[config.mk]
export PLATFORM = sky130hd
export DESIGN_NAME = logic_gate_pipe
export DESIGN_NICKNAME = d
export VERILOG_FILES = /design/src/rtl/gate_pkg.sv /design/src/rtl/gate_reduce.sv /design/src/rtl/logic_gate_pipe.sv
export SDC_FILE = /design/constraint.sdc
export NUM_CORES = 1
export LEC_CHECK = 0
export BUFFER_PORTS_ARGS = -buffer_cell sky130_fd_sc_hd__buf_2
export CORE_MARGIN = 2
export CORE_UTILIZATION = 41
export DETAILED_ROUTE_END_ITERATION = 12
export GPL_ROUTABILITY_DRIVEN = 1
export SLEW_MARGIN = 20
export SYNTH_ARGS = -nofsm -noshare
export SYNTH_HDL_FRONTEND = slang
export SYNTH_HIERARCHICAL = 1
export SYNTH_SLANG_ARGS = --single-unit
[constraint.sdc]
create_clock -name clk -period 1.5 [get_ports clk]
set_clock_uncertainty 0.05 [all_clocks]
set_input_delay 0.15 -clock clk [delete_from_list [all_inputs] [get_ports clk]]
set_output_delay 0.15 -clock clk [all_outputs]
set_load 0.02 [all_outputs]
[src/rtl/gate_pkg.sv]
// Shared types and limits for the registered multi-input gate unit.
package gate_pkg;

    typedef enum logic [2:0] {
        OP_AND  = 3'd0,
        OP_OR   = 3'd1,
        OP_NAND = 3'd2,
        OP_NOR  = 3'd3,
        OP_XOR  = 3'd4,
        OP_XNOR = 3'd5,
        OP_PASS = 3'd6,
        OP_RSVD = 3'd7
    } gate_op_e;

    localparam int MAX_NUM_IN = 8;

endpackage

[src/rtl/gate_reduce.sv]
// Combinational per-lane reduction of NUM_IN operands under a selectable gate function.
module gate_reduce
    import gate_pkg::*;
#(
    parameter int WIDTH  = 8,
    parameter int NUM_IN = 2
) (
    input  logic [NUM_IN*WIDTH-1:0] operands,
    input  gate_op_e                op,
    output logic [WIDTH-1:0]        result,
    output logic                    err
);

    logic [WIDTH-1:0] and_r;
    logic [WIDTH-1:0] or_r;
    logic [WIDTH-1:0] xor_r;

    always_comb begin
        and_r = operands[WIDTH-1:0];
        or_r  = operands[WIDTH-1:0];
        xor_r = operands[WIDTH-1:0];
        for (int k = 1; k < NUM_IN; k++) begin
            and_r = and_r & operands[k*WIDTH +: WIDTH];
            or_r  = or_r  | operands[k*WIDTH +: WIDTH];
            xor_r = xor_r ^ operands[k*WIDTH +: WIDTH];
        end
    end

    always_comb begin
        result = '0;
        err    = 1'b0;
        case (op)
            OP_AND:  result = and_r;
            OP_OR:   result = or_r;
            OP_NAND: result = ~and_r;
            OP_NOR:  result = ~or_r;
            OP_XOR:  result = xor_r;
            OP_XNOR: result = ~xor_r;
            OP_PASS: result = operands[WIDTH-1:0];
            default: err    = 1'b1;
        endcase
    end

endmodule

[src/rtl/logic_gate_pipe.sv]
// Registered gate unit: one-cycle latency, main output register backed by a one-entry skid
// register so in_ready can be a flop, plus a saturating count of delivered beats.
module logic_gate_pipe
    import gate_pkg::*;
#(
    parameter int WIDTH  = 8,
    parameter int NUM_IN = 2,
    parameter int CNT_W  = 16
) (
    input  logic                    clk,
    input  logic                    rst,
    input  logic                    in_valid,
    output logic                    in_ready,
    input  logic [NUM_IN*WIDTH-1:0] in_data,
    input  logic [2:0]              in_op,
    output logic                    out_valid,
    input  logic                    out_ready,
    output logic [WIDTH-1:0]        out_data,
    output logic                    out_err,
    output logic [CNT_W-1:0]        beat_cnt
);

    if (NUM_IN < 2 || NUM_IN > MAX_NUM_IN) begin : g_num_in_check
        $error("logic_gate_pipe: NUM_IN=%0d outside 2..%0d", NUM_IN, MAX_NUM_IN);
    end

    logic [WIDTH-1:0] res;
    logic             res_err;

    gate_reduce #(
        .WIDTH  (WIDTH),
        .NUM_IN (NUM_IN)
    ) u_reduce (
        .operands (in_data),
        .op       (gate_op_e'(in_op)),
        .result   (res),
        .err      (res_err)
    );

    logic             main_valid_q, main_valid_d;
    logic [WIDTH-1:0] main_data_q,  main_data_d;
    logic             main_err_q,   main_err_d;
    logic             skid_valid_q, skid_valid_d;
    logic [WIDTH-1:0] skid_data_q,  skid_data_d;
    logic             skid_err_q,   skid_err_d;
    logic             in_ready_q,   in_ready_d;
    logic [CNT_W-1:0] cnt_q,        cnt_d;
    logic             in_fire;
    logic             out_fire;

    always_comb begin
        in_fire      = in_valid & in_ready_q;
        out_fire     = main_valid_q & out_ready;
        main_valid_d = main_valid_q;
        main_data_d  = main_data_q;
        main_err_d   = main_err_q;
        skid_valid_d = skid_valid_q;
        skid_data_d  = skid_data_q;
        skid_err_d   = skid_err_q;
        cnt_d        = cnt_q;

        if (out_fire) begin
            if (skid_valid_q) begin
                main_data_d  = skid_data_q;
                main_err_d   = skid_err_q;
                skid_valid_d = 1'b0;
            end else begin
                main_valid_d = 1'b0;
            end
            if (cnt_q != {CNT_W{1'b1}}) begin
                cnt_d = cnt_q + CNT_W'(1);
            end
        end

        // in_fire implies skid is empty, so a draining main can always take the new beat.
        if (in_fire) begin
            if (!main_valid_q || out_fire) begin
                main_valid_d = 1'b1;
                main_data_d  = res;
                main_err_d   = res_err;
            end else begin
                skid_valid_d = 1'b1;
                skid_data_d  = res;
                skid_err_d   = res_err;
            end
        end

        in_ready_d = ~skid_valid_d;
    end

    always_ff @(posedge clk) begin
        if (rst) begin
            main_valid_q <= 1'b0;
            main_data_q  <= '0;
            main_err_q   <= 1'b0;
            skid_valid_q <= 1'b0;
            skid_data_q  <= '0;
            skid_err_q   <= 1'b0;
            in_ready_q   <= 1'b1;
            cnt_q        <= '0;
        end else begin
            main_valid_q <= main_valid_d;
            main_data_q  <= main_data_d;
            main_err_q   <= main_err_d;
            skid_valid_q <= skid_valid_d;
            skid_data_q  <= skid_data_d;
            skid_err_q   <= skid_err_d;
            in_ready_q   <= in_ready_d;
            cnt_q        <= cnt_d;
        end
    end

    assign in_ready  = in_ready_q;
    assign out_valid = main_valid_q;
    assign out_data  = main_data_q;
    assign out_err   = main_err_q;
    assign beat_cnt  = cnt_q;

endmodule

======== Word level (Yosys, flattened, before mapping) ========
Index checks and enable logic that the tools add are counted.
word-level totals
  logic and storage cells ................. 49
  output and inout port bits .............. 27
  register bits ........................... 37
operators by class
  equality and inequality tests ........... 7
  bitwise gates (word level) .............. 10
  multiplexer cells ....................... 17
  reductions and logical operators ........ 6
  add/subtract/negate cells ............... 1
operators by type and width
  kind                     number
  $pmux W8 S7              1
  $mux W8                  4
  $not A8 Y8               3
  $add A16 B1 Y16 const B  1
  $ne A16 B16 Y1 const B   1
  $mux W1                  12
  $eq A3 B3 Y1 const B     3
  $and A8 B8 Y8            1
  $or A8 B8 Y8             1
  $xor A8 B8 Y8            1
  $reduce_or A7 Y1         1
  $eq A3 B2 Y1 const B     2
  $reduce_and A2 Y1        2
  $eq A3 B1 Y1 const B     1
  $logic_not A3 Y1         1
  $and A1 B1 Y1            2
  $not A1 Y1               2
  $logic_not A1 Y1         1
  $logic_or A1 B1 Y1       1

======== Depth between registers and ports, before layout ========
Gate-level depths: netlist of run 1.
  depth after elaboration ................. 5
  depth in mapped cells ................... 7
  mapped depth without buffers ............ 7

======== Modules after synthesis ========
The synthesis of run 1 kept the hierarchy.
modules (own cells, without submodules)
  module           area an instance (um2)  cells each  instances
  logic_gate_pipe  1662.8                  198         1
  gate_reduce      798.3                   101         1

======== Worst setup path after synthesis of run 1 ========
OpenSTA, ideal clock, no wires.
  path type ............................... reg2reg
  from .................................... register cnt_q[0], in the netlist beat_cnt[0]
  to ...................................... register cnt_q[8], in the netlist beat_cnt[8]
  path buffers ............................ 0
  stages on the path, launching flop included .. 6
  library setup time ...................... 0.070 ns
  arrival ................................. 1.652 ns
  path slack .............................. -0.273 ns
  period minus slack after synthesis ...... 1.773 ns
  data required time ...................... 1.380 ns
  cell sequence ........................... dfxtp_1 ha_1 nand4_1 or2_2 or4_1 a21oi_1
between the ends
  longest elaborated chain between the ends .. 2
  elaborated cells on any way between the ends .. 3
  classes of those cells .................. add/sub: 1; eq/ne: 1; reduce/logical: 1
RTL lines
  element                                                  line                    text
  start, declared                                          logic_gate_pipe.sv:47   logic [CNT_W-1:0] cnt_q, cnt_d;
  start signal, assigned                                   logic_gate_pipe.sv:109  cnt_q <= cnt_d;
  branches (longest 2 deep; another with $add A16 B1 Y16)  --
Parallel ways; which one is timed is not known.
A chain may end at the register's enable or synchronous reset.

======== Final worst setup path of run 1 ========
  from .................................... register cnt_q[1], in the netlist beat_cnt[1]
  to ...................................... register cnt_q[12], in the netlist beat_cnt[12]
Same word-level chain as after synthesis.

==> results of run 1 <==
-- worst reg2reg max path, delay by kind of cell, from the launching register on --
family | cells | cell delay, ns
flip-flops | 1 | 0.37
buffers and inverters | 1 | 0.16
multiplexers | 1 | 0.14
adder cells (fa/ha/maj) | 1 | 0.14
AND/OR/NAND/NOR | 3 | 0.65
-- sequential cells by signal, summed over array words and instances (netlist names) --
register	cells
out_data	8
skid_data_q	8
in_ready	1
out_valid	1
skid_err_q	1
beat_cnt	16
out_err	1
skid_valid_q	1
-- cells in the mapped netlist --
library cell  count  area (µm²)
o311ai_2          1        16.3
a211o_1           7        61.3
buf_4             1        7.51
mux2_1            1        11.3
nor4_1            1        6.26
nand3b_4          1        20.0
and3b_1           1        8.76
nor2b_1           2        12.5
and2_1            2        12.5
or4_4             1        11.3
nand2b_4          1        13.8
o211a_1           7        70.1
and3_1            2        12.5
nand3b_1          8        60.1
inv_1            20        75.1
o31ai_1           4        30.0
or4_1             5        37.5
a21oi_1          28         140
or2_2             2        12.5
clkbuf_2          1        5.00
nand4_4           2        42.5
a31oi_1           1        6.26
nand3_1          16        80.1
nand2b_1          3        18.8
clkbuf_1          7        26.3
nor2_1           19        71.3
buf_6             6        67.6
o21ai_0           6        30.0
nand4_1           5        31.3
or3_1             6        37.5
nor3_1            1        5.00
or2_1             1        6.26
dfxtp_1          37         741
ha_1             17         213
a311oi_1          9        78.8
o41ai_1           4        35.0
xnor2_1           8        70.1
buf_1             1        3.75
nor4_2            1        12.5
and4_1            1        8.76
buf_2             3        15.0
nand2_1          37         139
o311ai_0          2        17.5
mux2i_1           2        20.0
o211ai_1          8        60.1
-- layer usage --
metal  vias up  wire [µm]
met5         -          0
met2        40       2930
met1      1168       3140
met4         0         59
met3         6        251
li1       1268          -
-- cells by family (layout without fill, tap and decap cells) --
kind of cell,Yosys count,count (layout),synth area share [%]
fa+ha+maj,17,17,8.64
simple gates,118,118,26.8
mux,3,3,1.27
compound gates,77,77,22.2
flops,37,37,30.1
xor+xnor,8,8,2.85
buf+inv,39,133,8.13
-- per-stage QoR --
| stage | cells | area, µm² |
|---|---|---|
| finish | 468 | 3360 |
| global route | 468 | 3360 |
| CTS | 467 | 3300 |
| detailed placement | 458 | 3180 |
| global placement | 458 | 3180 |
| floorplan | 299 | 2540 |
-- area by class of cell --
| cell class | instances | area share (%) |
|---|---|---|
| clock buffers | 8 | 2.38 |
| inverters | 20 | 2.23 |
| multi-input cells | 223 | 48.7 |
| flip-flops and latches | 37 | 23.4 |
| well taps | 75 | 2.79 |
| repair buffers | 105 | 20.5 |
-- worst max path at each step --
stage	startpoint	end	slack [ns]	depth (start not counted)
2_1_floorplan	beat_cnt[1]	beat_cnt[14]	-0.06	5
3_3_place_gp	beat_cnt[1]	beat_cnt[0]	-0.05	5
3_5_place_dp	beat_cnt[1]	beat_cnt[0]	-0.1	5
4_1_cts	beat_cnt[1]	beat_cnt[14]	-0.11	5
5_1_grt	beat_cnt[1]	beat_cnt[14]	-0.18	5
6_report	beat_cnt[1]	beat_cnt[12]	-0.12	6
-- cell usage in the layout (no fill, tap or decap), drive strengths merged, types with 2 or more instances in the layout --
master    n
a211o     7
o21ai     6
buf     105
nor2     19
nand4     7
nand2b    4
o211ai    8
o31ai     4
nor2b     2
nand3    16
or3       6
dfxtp    37
nor4      2
and2      2
nand2    37
o211a     7
a21oi    28
o41ai     4
xnor2     8
clkbuf    8
nand3b    9
and3      2
or2       3
ha       17
or4       6
mux2i     2
a311oi    9
inv      20
o311ai    3
-- power groups by stage --
stage | logic [mW] | clock network, mW | registers [mW]
2_1_floorplan | 0.285 | 0 | 1.09
3_3_place_gp | 0.485 | 0 | 1.05
3_5_place_dp | 0.495 | 0 | 1.05
4_1_cts | 0.498 | 0.707 | 1.03
5_1_grt | 0.552 | 0.748 | 1.03
6_report | 0.499 | 0.681 | 1.03
-- repair_timing --
item,in CTS,in global routing
resized for setup,7,16
setup endpoints to repair,14,16
setup buffers,2,1
pin swaps,7,7
==> flow_summary.ini, run 1 <==
[setup_path]
crit_family = simple AND/OR/NAND/NOR gates
rr_endpoint = beat_cnt[12]
r2r_start = beat_cnt[1]
crit_type = reg -> reg
cp_data_arrival_time_ns = 1.75
cp_slowest_stage_delay_ns = 0.47
startpoint_type = register
critPathRequiredTime_ns = 1.63
critPathCaptureType = register
reg2reg_slack_ns = -0.12
crit_chain = ha_4, nand4_1, or4_4, buf_4, mux2i_1, nor2_1
crit_fanout = 3
crit_slowest_cell = or4_4
reg2reg_depth = 6
crit_buf_inv = 1

[power]
power_switching_mw = 0.646
power_frac_comb_pct = 22.6
ir_drop_uv = 579
p_int_mw = 1.56
p_total_mw = 2.21
cellLeakagePower_nw = 1.50
powerDensity_nw_per_um2 = 657
clkPwrFrac_pct = 30.8
seq_power_share_pct = 46.6
swShare_pct = 29.2

[drt]
drc_errors = 0
initialDrtViolationCount = 138
drtAntennaViolNets = 0
routed-via-count = 2482
dr.pass1.iters = 4
drt-wirelength-per-cell_um = 13.6
viasPerCell = 5.30
finalWirelength_mm = 6.38

[place]
routabilityCongestion = 0.762
port_buffers = 49
pre_cts_ws_ns = -0.0963
hpwl_mm = 4.78

[outcome]
violations = negative setup slack
outcome = finished, violations left

[timing]
finalMaxSlewViolations = 0
max_freq_ghz = 0.618
setup_tns_ns = -0.622
setup_viol = 11
final.setup.worst_slack_ns = -0.119
rsz0062_at_grt = true
period_needed_ns = 1.62
max-slew-margin-rel_pct = 69.4
finalCritPeriodShare_pct = 108
whs_ns = 0.0935
hold_viol = 0
worstMarginPinSlew_ns = 0.455

[floorplanning]
core_um2 = 5850
die_w_um = 81.5
dieArea_um2 = 6640
boundaryPins = 50
die_height_um = 81.5
std_cell_rows = 28
start_util_pct = 42.1

[clock_tree]
clkSinkCount = 37
clock-root-buffer = clkbuf_8
cts-hold-fix-buffers = 0
clockBufferDepth = 2
clk_pin_slew_worst_paths_ns = 0.07
cts_tree = done
h-tree-depth = 2
cts_buffers = 5
clk_latency_ns = 0.29

[finish]
fillers = 560
antenna_cells = 0
seq_area_um2 = 787
utilization_pct = 57.5
drive_above_1_share_pct = 39.2
multi_input_area_um2 = 1640
area_growth_pct = 36.7
finalNetCount = 432

[hold_path]
holdPathStages = 2
hp-class = in -> reg
hold_end = beat_cnt[4]
worstHoldStart = rst

[global_route]
grt_util_met3_pct = 3.63
grt_overflow = 0
grt_pass1_vias = 2269
met2_usage_pct = 31.5
grt_pass1_wl_mm = 10.4
grt_max_degree = 19
grt_busiest_layer = met2
grt_usage_pct = 19.7
met1_usage_pct = 27.1
antenna_found_initial = 0

[yosys]
ys_types = 45
synth_seq_cells = 37
syn_area_per_cell_um2 = 8.23
netlist_instances = 299
syn_area_um2 = 2460
synth-seq-area-share_pct = 30.1
ys_warn_count = 6
synth.net_count = 339

[job]
cap_viol_max_count = 0
Note: power is estimated with default switching activity, not from simulation.
==> inputs of run 2 (changes only) <==
Settings changed: CORE_UTILIZATION 41 to 40, TNS_END_PERCENT set to 20.
==> run 2 against run 1 <==
The flow still finishes with violations (negative setup slack). Clock power grew 6.5%. Final cell count shrank 0.43%. Power grew 2.3%. Fmax grew 2.8%. Largest cell class unchanged. Highest routed layer unchanged.
==> flow_summary.ini, run 2 (same netlist as run 1, synthesis figures left out) <==
[outcome]
outcome = finished, violations left
violations = negative setup slack

[timing]
finalCritPeriodShare_pct = 105
rsz0062_at_grt = true
hold_viol = 0
finalMaxSlewViolations = 0
max_freq_ghz = 0.635
final.setup.worst_slack_ns = -0.0747
max-slew-margin-rel_pct = 77.0
worstMarginPinSlew_ns = 0.340
period_needed_ns = 1.57
setup_viol = 7

[setup_path]
cp_data_arrival_time_ns = 1.70
startpoint_type = register
cp_slowest_stage_delay_ns = 0.46
crit_chain = ha_4, nand4_1, or4_4, o311ai_2, o41ai_1
crit_slowest_cell = or4_4
crit_fanout = 3
crit_type = reg -> reg
critPathCaptureType = register
crit_buf_inv = 0
critPathRequiredTime_ns = 1.62
crit_family = simple AND/OR/NAND/NOR gates

[global_route]
grt_pass1_vias = 2191
antenna_found_initial = 0
grt_pass1_wl_mm = 9.96
grt_overflow = 0
grt_max_degree = 22
grt_usage_pct = 18.8

[power]
cellLeakagePower_nw = 1.48
powerDensity_nw_per_um2 = 681
p_total_mw = 2.26
ir_drop_uv = 569

[drt]
viasPerCell = 5.26
finalWirelength_mm = 6.12
drtAntennaViolNets = 0
initialDrtViolationCount = 95
drt-wirelength-per-cell_um = 13.1
routed-via-count = 2452
drc_errors = 0
dr.pass1.iters = 4

[finish]
fillers = 584
antenna_cells = 0
seq_area_um2 = 785
multi_input_area_um2 = 1570
final_cell_mix = 50 x buf_4, 49 x buf_2, 37 x nand2_1
drive_above_1_share_pct = 36.8
final_common_cell = buf_4
area_growth_pct = 34.8
largest_register_ffs = 16
finalNetCount = 430

[place]
pre_cts_ws_ns = -0.0703
hpwl_mm = 4.69
routabilityCongestion = 0.770
port_buffers = 49

[clock_tree]
clockBufferDepth = 2
clock-root-buffer = clkbuf_8
clkSinkCount = 37
cts_buffers = 5
h-tree-depth = 2
cts-hold-fix-buffers = 0
clk_pin_slew_worst_paths_ns = 0.08
clk_latency_ns = 0.29
cts_tree = done

[floorplanning]
boundaryPins = 50
dieArea_um2 = 6800
core_um2 = 5920
die_w_um = 82.4
std_cell_rows = 28
start_util_pct = 41.6
die_height_um = 82.4

[hold_path]
hp-class = in -> reg

[job]
cap_viol_max_count = 0
## run 2: final timing paths
| kind | start | end | slack [ns] | cells after the start |
|---|---|---|---|---|
| worst max-delay path | beat_cnt[1] | beat_cnt[14] | -0.07 | 5 |
| worst min-delay path | in_valid | out_valid | 0.12 | 3 |
| worst max register to register | beat_cnt[1] | beat_cnt[14] | -0.07 | 5 |
| worst min register to register | skid_data_q[4] | skid_data_q[4] | 0.41 | 2 |
## run 2: worst register-to-register path: stages, from the launching register on
cell and delay, ns:
dfxtp_4 0.37, ha_4 0.14, nand4_1 0.12, or4_4 0.46
o311ai_2 0.22, o41ai_1 0.10
## run 2: timing repair
item,CTS,global route
endpoints found under the setup margin,9,17
resized for setup,2,5
pin swaps,1,1
buffers inserted,0,0
## run 2: where the power goes
part	total [mW]	internal (mW)	switching (mW)
sequential	1.03	1.01	0.0252
clock	0.725	0.375	0.350
combinational	0.505	0.234	0.271
total	2.26	1.62	0.646
## run 2: layer usage
| layer | global-route usage, % | routed length, µm | vias to the layer above |
|---|---|---|---|
| met4 | 6.67 | 68 | 0 |
| met2 | 27.9 | 2680 | 55 |
| met3 | 2.93 | 318 | 6 |
| li1 | - | - | 1266 |
| met1 | 27.3 | 3050 | 1125 |
| met5 | 0 | 0 | - |
## run 2: area by class of cell
class                   instances  share of cell area [%]
multi-input cells             223                    47.4
flip-flops and latches         37                    23.6
repair buffers                103                    21.1
well taps                      75                    2.83
clock buffers                   8                    2.71
inverters                      20                    2.26
## run 2: per-stage QoR
stage	util, %	std cells	hold slack [ns]	area (µm²)	setup TNS (ns)
floorplan	-	299	0.273	2530	-0.287
global placement	54.1	458	0.391	3200	-0.0818
detailed placement	54.1	458	0.397	3200	-0.358
CTS	55.7	466	0.112	3300	-0.362
global route	56.0	466	0.136	3320	-1.62
finish	56.0	466	0.123	3320	-0.273
==> inputs of run 3 (changes only) <==
Settings changed: RECOVER_POWER set to 50.
==> run 3 against run 2 <==
The run still ends with negative setup slack left. Sequential cell count is the same. Power shrank 0.32%. Register-to-register slack is essentially flat. Clock power is essentially flat. First-iteration DRC count shrank 23%. Worst hold slack lost 0.00060 ns. Fmax shrank 0.28%. Largest cell class unchanged.
==> flow_summary.ini, run 3 (same netlist as run 1, synthesis figures left out) <==
[setup_path]
crit_fanout = 3
startpoint_type = register
critPathRequiredTime_ns = 1.62
crit_type = reg -> reg
reg2reg_depth = 5
cp_data_arrival_time_ns = 1.70
critPathCaptureType = register

[timing]
hold_viol = 0
rsz0062_at_grt = true
finalCritPeriodShare_pct = 105
worstMarginPinSlew_ns = 0.329
period_needed_ns = 1.58
setup_viol = 7
max_freq_ghz = 0.633
whs_ns = 0.123
finalMaxSlewViolations = 0
max-slew-margin-rel_pct = 77.8
final.setup.worst_slack_ns = -0.0791

[finish]
finalNetCount = 430
fillers = 593
antenna_cells = 0
area_growth_pct = 33.7
final_cell_mix = 50 x buf_4, 37 x nand2_1, 27 x a21oi_1, 27 x buf_2, 24 x clkbuf_1
drive_above_1_share_pct = 31.2
final_common_cell = buf_4
largest_register_ffs = 16
final_area_um2 = 3290

[drt]
dr.pass1.iters = 4
routed-via-count = 2449
drtAntennaViolNets = 0
finalWirelength_mm = 6.12
initialDrtViolationCount = 73
viasPerCell = 5.26
drt-wirelength-per-cell_um = 13.1
drc_errors = 0

[floorplanning]
die_w_um = 82.4
start_util_pct = 41.6
dieArea_um2 = 6800
boundaryPins = 50
std_cell_rows = 28
die_height_um = 82.4
core_um2 = 5920

[job]
cap_viol_max_count = 0

[place]
routabilityCongestion = 0.770
pre_cts_ws_ns = -0.0703
port_buffers = 49
dpl_cell_area_um2 = 3200
hpwl_mm = 4.69

[global_route]
antenna_found_initial = 0
grt_pass1_wl_mm = 9.96
grt_pass1_vias = 2191
grt_overflow = 0
grt_usage_pct = 18.8
grt_max_degree = 22

[outcome]
outcome = finished, violations left
violations = negative setup slack

[power]
powerDensity_nw_per_um2 = 685
cellLeakagePower_nw = 1.39
ir_drop_uv = 569

[clock_tree]
clk_pin_slew_worst_paths_ns = 0.08
cts_tree = done
cts-hold-fix-buffers = 0
clk_latency_ns = 0.29
clockBufferDepth = 2
clock-root-buffer = clkbuf_8
h-tree-depth = 2
clkSinkCount = 37
cts_buffers = 5
cts_setup_buffers = 0

[hold_path]
hp-class = in -> reg
holdPathStages = 3
-- run 3: changes by cell type in the layout (fill, tap and decap cells not counted) --
cell,change
clkbuf_1,+22
buf_2,-22
-- run 3: through the flow --
| step | power [mW] | util (%) | instances | setup TNS (ns) |
|---|---|---|---|---|
| final | 2.25 | 55.6 | 466 | -0.274 |
| after CTS | 2.28 | 55.7 | 466 | -0.362 |
| after global placement | 1.55 | 54.1 | 458 | -0.0818 |
| after global routing | 2.38 | 55.6 | 466 | -1.62 |
| after detailed placement | 1.55 | 54.1 | 458 | -0.358 |
| after floorplan | 1.37 | - | 299 | -0.287 |
-- run 3: final timing paths --
kind	startpoint	slack (ns)	to
worst min register to register	skid_data_q[4]	0.40	skid_data_q[4]
worst max-delay path	beat_cnt[1]	-0.08	beat_cnt[14]
worst max register to register	beat_cnt[1]	-0.08	beat_cnt[14]
worst min-delay path	in_valid	0.12	out_valid
-- run 3: report_power, final --
part | switching [mW] | leakage (nW) | internal, mW
Clock | 0.349 | 0.0455 | 0.375
Sequential | 0.0257 | 0.312 | 1.01
Combinational | 0.271 | 1.04 | 0.226
Total | 0.647 | 1.39 | 1.61
-- run 3: per-layer routing --
metal | vias up | routed length [µm] | GRT usage [%]
met5 | - | 0 | 0
met4 | 0 | 68 | 6.67
met3 | 6 | 245 | 2.93
met2 | 46 | 2720 | 27.9
met1 | 1132 | 3080 | 27.3
li1 | 1265 | - | -
-- run 3: worst max-delay path: stages (launching register included) --
cell	delay, ns
dfxtp_4	0.37
ha_4	0.14
nand4_1	0.12
or4_4	0.46
o311ai_2	0.22
o41ai_1	0.10
-- run 3: timing repair --
action,4_1_cts,5_1_grt
resized for setup,2,5
pin swaps,1,1
endpoints found under the setup margin,9,17
-- run 3: layout make-up --
class | instances | area [µm²] | share of cell area, %
multi-input combinational | 223 | 1570 | 47.8
sequential | 37 | 785 | 23.8
timing repair buffer | 103 | 673 | 20.5
tap | 75 | 93.8 | 2.85
clock buffer | 8 | 90.1 | 2.74
inverter | 20 | 75.1 | 2.28
